--- config.mk ---
export PLATFORM = sky130hd
export DESIGN_NAME = regfile_wb_arbiter
export DESIGN_NICKNAME = d
export VERILOG_FILES = /design/src/rtl/regfile_wb_arbiter.sv
export SDC_FILE = /design/constraint.sdc
export NUM_CORES = 1
export LEC_CHECK = 0
export CELL_PAD_IN_SITES_DETAIL_PLACEMENT = 0
export CELL_PAD_IN_SITES_GLOBAL_PLACEMENT = 1
export CORE_MARGIN = 2
export CORE_UTILIZATION = 36
export CTS_BUF_LIST = sky130_fd_sc_hd__clkbuf_4 sky130_fd_sc_hd__clkbuf_8
export DETAILED_ROUTE_END_ITERATION = 6
export PLACE_DENSITY = 0.95
export SLEW_MARGIN = 30
export SYNTH_ARGS = -nofsm -noshare
export SYNTH_HDL_FRONTEND = slang
export SYNTH_SLANG_ARGS = --single-unit
--- constraint.sdc ---
create_clock -name clk -period 6.4 [get_ports clk]
set_clock_uncertainty 0.2 [all_clocks]
set_input_delay 1.28 -clock clk [delete_from_list [all_inputs] [get_ports clk]]
set_output_delay 1.28 -clock clk [all_outputs]
set_load 0.05 [all_outputs]
--- src/rtl/regfile_wb_arbiter.sv ---
// Writeback arbiter for a 3-requester register-file write port, with a busy
// scoreboard for issued destinations and hazard/bypass detection on two read ports.
module regfile_wb_arbiter #(
   parameter bit RR_EN = 1'b1
) (
   input  logic        clk,
   input  logic        rst_n,
   input  logic        req0_valid,
   input  logic [4:0]  req0_addr,
   input  logic [31:0] req0_data,
   output logic        req0_ready,
   input  logic        req1_valid,
   input  logic [4:0]  req1_addr,
   input  logic [31:0] req1_data,
   output logic        req1_ready,
   input  logic        req2_valid,
   input  logic [4:0]  req2_addr,
   input  logic [31:0] req2_data,
   output logic        req2_ready,
   input  logic        iss_valid,
   input  logic [4:0]  iss_addr,
   output logic        iss_ready,
   input  logic [4:0]  raddr1,
   input  logic [4:0]  raddr2,
   output logic        hz1,
   output logic        hz2,
   output logic        byp1_hit,
   output logic        byp2_hit,
   output logic [31:0] byp_data,
   output logic        wen,
   output logic [4:0]  waddr,
   output logic [31:0] wdata
);

   logic [2:0]  reqValid;
   logic [4:0]  reqAddr [3];
   logic [31:0] reqData [3];

   logic [2:0]  grantOh;
   logic [1:0]  grantIdx;
   logic        grantAny;

   logic [1:0]  rrPtr_q, rrPtr_d;
   logic        wen_q, wen_d;
   logic [4:0]  waddr_q, waddr_d;
   logic [31:0] wdata_q, wdata_d;
   logic [31:0] busy_q, busy_d;

   assign reqValid   = {req2_valid, req1_valid, req0_valid};
   assign reqAddr[0] = req0_addr;
   assign reqAddr[1] = req1_addr;
   assign reqAddr[2] = req2_addr;
   assign reqData[0] = req0_data;
   assign reqData[1] = req1_data;
   assign reqData[2] = req2_data;

   function automatic logic [1:0] wrapIdx(input logic [1:0] base, input logic [1:0] step);
      logic [2:0] s;
      s = {1'b0, base} + {1'b0, step};
      if (s >= 3'd3) s = s - 3'd3;
      return s[1:0];
   endfunction

   // Round-robin starts one past the last winner; fixed priority always starts at req0.
   always_comb begin
      logic [1:0] cand;
      grantOh  = 3'b000;
      grantIdx = 2'd0;
      grantAny = 1'b0;
      cand     = 2'd0;
      for (int k = 0; k < 3; k++) begin
         if (RR_EN) cand = wrapIdx(rrPtr_q, 2'(k + 1));
         else       cand = 2'(k);
         if (!grantAny && reqValid[cand]) begin
            grantAny       = 1'b1;
            grantIdx       = cand;
            grantOh[cand]  = 1'b1;
         end
      end
   end

   assign req0_ready = grantOh[0];
   assign req1_ready = grantOh[1];
   assign req2_ready = grantOh[2];

   assign iss_ready = !busy_q[iss_addr] || (iss_addr == 5'd0);

   // Writes to r0 are accepted but never reach the register file.
   always_comb begin
      rrPtr_d = rrPtr_q;
      wen_d   = 1'b0;
      waddr_d = waddr_q;
      wdata_d = wdata_q;
      if (grantAny) begin
         rrPtr_d = grantIdx;
         wen_d   = (reqAddr[grantIdx] != 5'd0);
         waddr_d = reqAddr[grantIdx];
         wdata_d = reqData[grantIdx];
      end
   end

   always_comb begin
      busy_d = busy_q;
      if (wen_q) busy_d[waddr_q] = 1'b0;
      if (iss_valid && iss_ready) busy_d[iss_addr] = 1'b1;
      busy_d[0] = 1'b0;
   end

   always_ff @(posedge clk or negedge rst_n) begin
      if (!rst_n) begin
         rrPtr_q <= 2'd2;
         wen_q   <= 1'b0;
         waddr_q <= 5'd0;
         wdata_q <= 32'd0;
         busy_q  <= 32'd0;
      end else begin
         rrPtr_q <= rrPtr_d;
         wen_q   <= wen_d;
         waddr_q <= waddr_d;
         wdata_q <= wdata_d;
         busy_q  <= busy_d;
      end
   end

   assign wen      = wen_q;
   assign waddr    = waddr_q;
   assign wdata    = wdata_q;
   assign byp_data = wdata_q;

   assign byp1_hit = wen_q && (waddr_q == raddr1) && (raddr1 != 5'd0);
   assign byp2_hit = wen_q && (waddr_q == raddr2) && (raddr2 != 5'd0);
   assign hz1      = busy_q[raddr1] && !byp1_hit;
   assign hz2      = busy_q[raddr2] && !byp2_hit;

endmodule

==> key figures <==
Synthesis
  • Synthesized cell area: 5160 sq um
  • Area share of the largest cell type after synthesis: 33.9%
  • Syn_nets: 676
  • Cell count after synthesis: 538
  • Syn Area/Cell: 9.60 sq um
  • Most frequent cell after synthesis: dfrtp_1
  • Warnings from Yosys: 0
  • FFs w/ async S/R, synth: 100%
  • Leading area contributor after synthesis: dfrtp_1
  • Most instantiated cells after synthesis: dfrtp_1 (70), o21ai_0 (65), nand2_1 (48)
  • Synth Register Bits: 71
  • EDFF count, synth: 0
  • Synth top area cells: dfrtp_1 (34%), mux4_2 (10%), mux2i_1 (7.4%)
  • Main synth FF type: dfrtp_1
  • Yosys cell types: 58
  • Seq/Total Area, Yosys: 34.4%

Drt
  • WL final: 16.9 mm
  • Vias/cell: 5.62
  • DR vias: 4925
  • DRC: 0
  • 1st-iter DRT viols: 347
  • Pre-Repair DR Iteration Count: 5
  • Final ANT Viol Nets: 0
  • WL/cell: 19.3 microns

Clocking
  • Post-CTS setup buffer count: 0
  • Clk slew on worst S/H paths: 0.08 ns
  • H-tree level count: 3
  • CTS Buf Count: 9
  • CTS sink count: 71
  • Root buf cell: clkbuf_8
  • TritonCTS clock tree: yes
  • Post_cts resized: 0
  • Worst skew pair latency: 0.34 ns
  • Hold buffer count at cts: 0
  • Clock Tree Buf Depth: 2

Worst setup path
  • Crit Path Max Fanout: 10
  • Critical path class: input port to output pin
  • Crit path capture type: output pin
  • Crit-path slowest cell: clkdlybuf4s50_1
  • CP Launch Point: iss_addr[0]
  • Critical Path Start Type: input port
  • CP Data Required Time: 4.92 ns
  • Reg-to-Reg Start: rrPtr_q[1]$_DFFE_PN1P_
  • Critical Path AT: 4.41 ns
  • Critical Path Most Common Cell: clkdlybuf4s50_1
  • Max incr delay on CP: 0.81 ns
  • Worst path cell trace: clkdlybuf4s50_1 -> mux4_2 -> a22o_1 -> a221oi_2 -> nand2_1 -> nor2_1 -> clkdlybuf4s50_1

Timing
  • Worst slew pin tran: 0.792 ns
  • Final min period: 5.89 ns
  • Rel. slew slack: 47.1%
  • Hold Slack: 0.315 ns
  • Period Utilization, post-route: 92.1%
  • Final Hold Vio Count: 0
  • Max Slew Vio Count: 0
  • Max Fclk: 0.170 GHz
  • Unrepaired setup endpoints after global routing: no
  • Total negative slack: 0 ns
  • Worst setup margin: 0.508 ns
  • Setup violators final: 0

Power and ir drop
  • Clock group share of total power: 7.8%
  • Final Power: 4.78 mW
  • Seq pwr share: 21.7%
  • Leak pwr: 2.95 nW
  • Pwr per Cell Area: 650 nW/um^2
  • NetSw: 2.55 mW
  • Max VDD drop: 0.000429 V
  • P_int: 2.23 mW
  • Logic pwr share: 70.5%
  • Net Sw Frac: 53.3%

Floorplan
  • Die Footprint: 15300 sq um
  • Die W: 124 microns
  • Die Ht: 124 microns
  • Total core area: 13900 sq um
  • Initial core utilization: 37.0%
  • FP Rows: 43
  • # IOs: 210

Cells and area
  • Final core occ: 52.8%
  • Nets: 830
  • Fillers: 1248
  • Finished Layout Cells: 877
  • Antenna Cells: 0
  • Fraction of layout cells with a size suffix above 1: 10.2%
  • Synth-to-Final Area Change: 42.5%
  • Design area: 7350 sq um

Flow run
  • Max Cap Viol: 0

GRT
  • Global-route wire length before repair: 26.0 mm
  • Largest net degree at the start of global routing: 72
  • GRT overflow: 0
  • Gr usage total: 22.1%
  • Vias in the first global route: 4946
  • Initial antenna violation count: 0

Placement
  • I/O Buffers: 209
  • Placed cell count: 861
  • Placed cell areas: 7130 sq um
  • Post-DP HPWL: 12.8 mm
  • Routability cong.: 0.895
  • Setup slack at placement: 0.595 ns

Hold path
  • Worst hold path startpoint: byp_data[27]$_DFFE_PN0P_
  • Hold Crit Class: register to register

Run status
  • Outcome: finished clean
==> cell usage in the layout (no fill, tap or decap), types with 9 or more instances in the layout <==
master | netlist | routed
clkdlybuf4s50_1 | 0 | 208
a22oi_1 | 17 | 17
o21ai_1 | 22 | 22
mux4_2 | 23 | 23
nor2_1 | 42 | 42
nand2_1 | 48 | 48
mux2i_1 | 38 | 38
o21ai_0 | 65 | 65
clkbuf_8 | 0 | 11
a211oi_1 | 19 | 19
dfrtp_1 | 70 | 70
a21o_1 | 20 | 20
a21oi_1 | 9 | 9
==> layer usage <==
layer	vias up	GRT usage, %	wire, microns
met4	0	8.74	403
met5	-	0	0
li1	2255	-	-
met2	284	37.4	8420
met3	44	4.17	1480
met1	2342	27.8	6630
==> cell type report <==
class,instances,area [sq um],area share (%)
multi-input combinational,390,2960,40.2
clock inverter,5,56.3,0.766
inverter,4,15.0,0.204
clock buffer,11,151,2.06
sequential,71,1780,24.2
timing repair buffer,216,2170,29.5
tap,180,225,3.06
==> critical path: cells and delay by family <==
family                 cells  cell delay [ns]
AO/OA/AOI/OAI              2             0.57
AND/OR/NAND/NOR            2             0.41
multiplexers               1             0.57
buffers and inverters      2             1.58
==> cell families after synthesis <==
family          count (synthesis)  synth area share (%)
compound gates                178                  22.7
simple gates                  128                  11.4
buf+inv                        77                  9.21
flops                          71                  34.4
mux                            70                  19.4
xor+xnor                        8                  1.36
fa+ha+maj                       6                  1.45
==> registers in the layout (all words and copies together) (netlist names) <==
signal and count:
rrPtr_q 2, wen 1, byp_data 32, waddr 5
busy_q 31
==> power by group through the flow <==
stage / logic [mW] / clock network, mW / registers (mW)
after global placement: 3.27 / 0 / 1.02
after CTS: 3.38 / 0.382 / 1.02
after detailed placement: 3.38 / 0 / 1.03
after floorplan: 2.25 / 0 / 1.30
final: 3.37 / 0.374 / 1.04
after global routing: 3.59 / 0.404 / 1.06
==> worst paths after layout <==
path / cells past startpoint / slack (ns) / endpoint
worst max-delay path: 7 / 0.51 / iss_ready
worst min-delay path: 1 / 0.32 / byp_data[27]$_DFFE_PN0P_
worst max register to register: 9 / 3.05 / byp_data[18]$_DFFE_PN0P_
worst min register to register: 1 / 0.32 / byp_data[27]$_DFFE_PN0P_
max in group asynchronous: 2 / 4.69 / byp_data[31]$_DFFE_PN0P_
min in group asynchronous: 2 / 0.83 / busy_q[6]$_DFF_PN0_
Note: power is estimated with default switching activity, not from simulation.
